**src/rtl/uart_rx_pkg.sv**
```systemverilog
// uart_rx_pkg: shared widths, nominal oversampling ratios and line constants for the UART receiver
package uart_rx_pkg;
  localparam int DEF_PRESCALE_W = 6;
  localparam int DEF_BITCNT_W = 4;
  localparam int PRESCALE_X8 = 8;
  localparam int PRESCALE_X16 = 16;
  localparam int PRESCALE_X32 = 32;
  localparam int MIN_PRESCALE = 4;
  localparam logic IDLE_LVL = 1'b1;
  function automatic logic maj3(input logic a, input logic b, input logic c);
    return (a & b) | (a & c) | (b & c);
  endfunction
endpackage

```
**src/rtl/rx_edge_bit_counter.sv**
```systemverilog
// rx_edge_bit_counter: per-bit oversample counter and per-frame bit counter with registered Frame_Done
module rx_edge_bit_counter
  import uart_rx_pkg::*;
#(
  parameter int PRESCALE_W = DEF_PRESCALE_W,
  parameter int BITCNT_W = DEF_BITCNT_W
) (
  input  logic                  CLK,
  input  logic                  RST,
  input  logic                  en,
  input  logic [PRESCALE_W-1:0] prescale,
  input  logic [BITCNT_W-1:0]   frame_len,
  output logic [PRESCALE_W-1:0] edge_cnt,
  output logic [BITCNT_W-1:0]   bit_cnt,
  output logic                  frame_done
);
  logic [PRESCALE_W-1:0] edge_cnt_q, edge_cnt_d;
  logic [BITCNT_W-1:0] bit_cnt_q, bit_cnt_d;
  logic frame_done_q, frame_done_d;
  logic last_edge, last_bit;
  always_comb begin
    last_edge = edge_cnt_q >= prescale - PRESCALE_W'(1);
    last_bit = bit_cnt_q >= frame_len - BITCNT_W'(1);
    edge_cnt_d = (!en || last_edge) ? '0 : edge_cnt_q + PRESCALE_W'(1);
    bit_cnt_d = !en ? '0 : !last_edge ? bit_cnt_q : last_bit ? '0 : bit_cnt_q + BITCNT_W'(1);
    frame_done_d = en && last_edge && last_bit;
  end
  always_ff @(posedge CLK or negedge RST)
    if (!RST) begin
      edge_cnt_q <= '0;
      bit_cnt_q <= '0;
      frame_done_q <= 1'b0;
    end else begin
      edge_cnt_q <= edge_cnt_d;
      bit_cnt_q <= bit_cnt_d;
      frame_done_q <= frame_done_d;
    end
  assign edge_cnt = edge_cnt_q;
  assign bit_cnt = bit_cnt_q;
  assign frame_done = frame_done_q;
endmodule

```
**src/rtl/rx_bit_sampler.sv**
```systemverilog
// rx_bit_sampler: UART RX line synchroniser and mid-bit 3-sample majority voter.
// Define RX_SAMPLER_DISAGREE_EN to drive Sample_Disagree on non-unanimous votes.
module rx_bit_sampler
  import uart_rx_pkg::*;
#(
  parameter int PRESCALE_W = DEF_PRESCALE_W,
  parameter int BITCNT_W = DEF_BITCNT_W
) (
  input  logic                  CLK,
  input  logic                  RST,
  input  logic                  RX_IN,
  input  logic                  Enable,
  input  logic [PRESCALE_W-1:0] Prescale,
  input  logic [BITCNT_W-1:0]   Frame_Len,
  output logic                  RX_Sync,
  output logic [PRESCALE_W-1:0] Edge_Cnt,
  output logic [BITCNT_W-1:0]   Bit_Cnt,
  output logic                  Sampled_Bit,
  output logic                  Sample_Valid,
  output logic                  Frame_Done,
  output logic                  Sample_Disagree
);
  logic sync1_q, sync1_d, sync2_q, sync2_d;
  logic s0_q, s0_d, s1_q, s1_d;
  logic sampled_q, sampled_d, valid_q, valid_d, disagree_q, disagree_d;
  logic en;
  logic [PRESCALE_W-1:0] half;
  rx_edge_bit_counter #(.PRESCALE_W(PRESCALE_W), .BITCNT_W(BITCNT_W)) u_cnt (
    .CLK(CLK),
    .RST(RST),
    .en(en),
    .prescale(Prescale),
    .frame_len(Frame_Len),
    .edge_cnt(Edge_Cnt),
    .bit_cnt(Bit_Cnt),
    .frame_done(Frame_Done)
  );
  // The third sample is taken straight from the line so the vote lands at H+1 with no extra stage.
  always_comb begin
    en = Enable && Prescale >= PRESCALE_W'(MIN_PRESCALE) && Frame_Len != '0;
    half = Prescale >> 1;
    sync1_d = RX_IN;
    sync2_d = sync1_q;
    s0_d = (en && Edge_Cnt == half - PRESCALE_W'(2)) ? sync2_q : s0_q;
    s1_d = (en && Edge_Cnt == half - PRESCALE_W'(1)) ? sync2_q : s1_q;
    valid_d = en && Edge_Cnt == half;
    sampled_d = valid_d ? maj3(s0_q, s1_q, sync2_q) : sampled_q;
`ifdef RX_SAMPLER_DISAGREE_EN
    disagree_d = valid_d && !(s0_q == s1_q && s1_q == sync2_q);
`else
    disagree_d = 1'b0;
`endif
  end
  always_ff @(posedge CLK or negedge RST)
    if (!RST) begin
      sync1_q <= IDLE_LVL;
      sync2_q <= IDLE_LVL;
      s0_q <= IDLE_LVL;
      s1_q <= IDLE_LVL;
      sampled_q <= IDLE_LVL;
      valid_q <= 1'b0;
      disagree_q <= 1'b0;
    end else begin
      sync1_q <= sync1_d;
      sync2_q <= sync2_d;
      s0_q <= s0_d;
      s1_q <= s1_d;
      sampled_q <= sampled_d;
      valid_q <= valid_d;
      disagree_q <= disagree_d;
    end
  assign RX_Sync = sync2_q;
  assign Sampled_Bit = sampled_q;
  assign Sample_Valid = valid_q;
  assign Sample_Disagree = disagree_q;
endmodule

```
**config.mk**
```make
export PLATFORM = sky130hd
export DESIGN_NAME = rx_bit_sampler
export DESIGN_NICKNAME = d
export VERILOG_FILES = /design/src/rtl/uart_rx_pkg.sv /design/src/rtl/rx_edge_bit_counter.sv /design/src/rtl/rx_bit_sampler.sv
export SDC_FILE = /design/constraint.sdc
export NUM_CORES = 1
export LEC_CHECK = 0
export ABC_CLOCK_PERIOD_IN_PS = 2600
export CORE_MARGIN = 4
export CORE_UTILIZATION = 50
export DETAILED_ROUTE_END_ITERATION = 6
export HOLD_SLACK_MARGIN = 0.02
export PLACE_DENSITY = 0.86
export SLEW_MARGIN = 5
export SYNTH_ARGS = -nofsm -noshare
export SYNTH_HDL_FRONTEND = slang
export SYNTH_SLANG_ARGS = --single-unit
```
**constraint.sdc**
```tcl
create_clock -name CLK -period 2.6 [get_ports CLK]
set_input_delay 0.26 -clock CLK [delete_from_list [all_inputs] [get_ports CLK]]
set_output_delay 0.26 -clock CLK [all_outputs]
set_load 0.005 [all_outputs]
```
==> key figures <==
Critical path
  • CP Capture Type: flip-flop
  • CP Class: in2reg
  • WP buf/inv: 4
  • Reg-to-Reg End: u_cnt.edge_cnt[1]
  • CP max-delay cell: clkdlybuf4s50_1
  • Worst path cell trace: clkdlybuf4s50_1, inv_1, ha_1, inv_1, o21ai_1, xor2_1, ha_1, and4_1, a221oi_4, clkdlybuf4s15_2, or3b_2, a21oi_1
  • CP top delay family: buffers and inverters
  • CP max FO: 4
  • Worst r2r path cells: 7
  • R2R setup slack: between 0.4 and 0.5 ns
  • Startpoint of the worst-slack reg-to-reg timing path: u_cnt.edge_cnt[3]
  • Critical Path Source Type: primary input
  • WP data required: 2.82 ns
  • Worst path max stage delay: roughly 0.49 ns
  • Worst Path Arrival: between 2 and 3 ns

Logic synthesis
  • Synth Net Count: between 150 and 200
  • Sequential area share after synthesis: 0.320
  • Synth Flop Type: dfrtp_1
  • EDFF count, synth: 0
  • YS warnings: 0
  • Synth Cell Area: between 1000 and 1500 um2
  • Asr flop ratio synth: 1.00
  • Distinct cells, synth: 36
  • Avg Cell Area, Syn: roughly 9.9 um2
  • Synth Register Bits: 17
  • Post-synthesis cell count: 137

Pwr
  • Tot Pwr: a little under 700 uW
  • Worst VDD drop: around 410 uV
  • Pleak: approximately 0.85 nW
  • Power Density: about 370 nW/um2

Timing
  • Final Max Tran Viols: 0
  • Hold Fails Final Rpt: 0
  • Worst-margin pin slew: 0.783 ns
  • Final Skew: approximately 0.0015 ns
  • Final min period: 2.54 ns
  • Aggregate negative setup slack: 0 ns
  • Tcrit/Tclk final: 0.977
  • RSZ-0062 raised after global routing: false
  • Slew HR: 0.477
  • Peak Freq: ~0.39 GHz
  • Final setup fails: 0
  • Worst hold slack: 0.361 ns

Detailed routing
  • Via count: 1214
  • DR vias/cell: roughly 5.6
  • WL/cell: approximately 16 um
  • Final WL: 3540 um
  • Residual DRC: 0
  • Initial DRC count: 45
  • DR pass1 iterations: 4
  • Detail Route Antenna Nets: 0

Clock network
  • Clk buf depth: 2
  • Total CTS buffers: 3
  • Root buffer cell: clkbuf_4
  • Clock sinks: 17
  • Clock Latency Late Sink: between 0.2 and 0.3 ns
  • Htree depth: 1
  • TritonCTS clock tree: yes
  • Reg clk slew, reported paths: roughly 0.10 ns
  • Postcts setup bufs: 0

Finish
  • Share of layout cells above drive strength 1: 0.219
  • Most common cell after layout, fill and taps aside: clkdlybuf4s50_1
  • Fin nets: ~220
  • Area Growth Syn to Fin: 37.0%
  • Inserted Diodes: 0
  • Commonest non-fill, non-tap cells in the layout: 25 x clkdlybuf4s50_1, 20 x buf_4, 19 x ha_1

Job
  • Max-cap violations: 0

Min path
  • Worst Hold Class: in2reg
  • WHS Path Cells: 1
  • Hold Startpoint: RX_IN
  • Hold path endpoint: sync1_q

Place
  • RePlAce Congestion: around 0.94
  • Post-DP HPWL: about 2600 um
  • IO buf count: 27

Floorplanning
  • Starting Density: 0.535
  • DIE AREA: 3600 um2
  • Core area: 2520 um2
  • Die extent in x: 60.0 um
  • Cell row count: 18
  • Chip height: 60.0 um
  • Io pins: 29

GRT
  • Initial antenna violation count: 0
  • First-pass GRT wire length: 5640 um
  • Largest net degree at the start of global routing: 18
  • Grt total ovfl: 0
  • GRT Total Usage: 0.217
  • Vias in the first global route: about 1.3k

Outcome
  • Status: finished, final reports clean
## synth_stat cells, types with 3 or more instances
library cell  instances  area, um2
a21o_1                3       22.5
a21oi_1               4       20.0
dfrtp_1              12        300
dfstp_2               5        131
ha_1                 20        250
inv_1                12       45.0
nand2_1              10       37.5
nand2b_1              3       18.8
nand3_1               4       20.0
nor2_1                8       30.0
nor3_1                3       15.0
xnor2_1              12        105
xor2_1               11       96.3
## worst reg2reg max path: stages, from the launching register on
cell and delay (ns):
dfrtp_1 0.49, ha_1 0.35, a21o_1 0.18, a21o_1 0.20, a221oi_4 0.32, buf_4 0.19, nand2b_1 0.14, nor2_1 0.17
## power breakdown
group          total [mW]  internal, mW  switching [mW]
Clock               0.144        0.0598          0.0844
Sequential          0.325         0.301          0.0238
Combinational       0.216         0.120          0.0967
## registers in the layout (all words and copies together), names as in the netlist
| signal | count |
|---|---|
| u_cnt.edge_cnt | 6 |
| Sampled_Bit | 1 |
| RX_Sync | 1 |
| sync1_q | 1 |
| u_cnt.frame_done | 1 |
| u_cnt.bit_cnt | 4 |
| s1_q | 1 |
| s0_q | 1 |
| Sample_Valid | 1 |
## routing by layer
metal / vias up / wire length (um) / GRT usage / share of wire
met5: - / 0 / 0 / 0
met4: 0 / 85 / 0.0886 / 0.024
met3: 8 / 226 / 0.0583 / 0.064
met2: 54 / 1830 / 0.394 / 0.52
met1: 574 / 1400 / 0.235 / 0.40
li1: 578 / - / - / -
## kinds of logic (layout without fill, tap and decap cells)
group                      count (synthesis)  count (layout)  synth area share
xor gates and xnor gates                  24              24             0.161
AOI/OAI and AO/OA                         16              16            0.0880
buffers and inverters                     14              64            0.0417
other                                      1               1           0.00278
muxes                                      3               3            0.0250
DFF                                       17              17             0.320
adders and majority gates                 21              21             0.193
and+or+nand+nor                           41              41             0.169
## layout make-up
| class | instances | area (um2) |
|---|---|---|
| clock buffer | 4 | 26.3 |
| fill | 191 | 673 |
| inverter | 12 | 45.0 |
| multi-input combinational | 106 | 880 |
| sequential | 17 | 432 |
| tap | 30 | 37.5 |
| timing repair buffer | 48 | 429 |
## through the flow
step	area, um2	cells	setup slack, ns	util
after floorplan	1350	137	0.0976	-
after global placement	1800	212	-0.290	0.712
after detailed placement	1800	212	-0.409	0.712
after CTS	1840	217	0.110	0.729
after global routing	1850	217	0.0103	0.733
final	1850	217	0.0598	0.733
## worst max-delay path by stage
stage | start | endpoint | slack, ns | cells after the start
floorplan | Prescale[1] | u_cnt.bit_cnt[3] | 0.1 | 10
detailed placement | Prescale[1] | u_cnt.edge_cnt[5] | -0.41 | 13
global route | Prescale[0] | u_cnt.edge_cnt[5] | 0.01 | 12
global placement | Prescale[2] | u_cnt.bit_cnt[3] | -0.29 | 11
CTS | Prescale[0] | u_cnt.bit_cnt[3] | 0.11 | 10
finish | Prescale[3] | u_cnt.bit_cnt[0] | 0.06 | 12
## repair_timing
| item | 4_1_cts | 5_1_grt |
|---|---|---|
| endpoints found under the hold margin | 0 | 0 |
| hold buffers | 0 | 0 |
| endpoints found under the setup margin | 10 | 5 |
| pin swaps | 1 | 0 |
| cloned | 1 | 0 |
| resized for setup | 7 | 2 |
No activity file was read; power rests on OpenSTA's default activity.
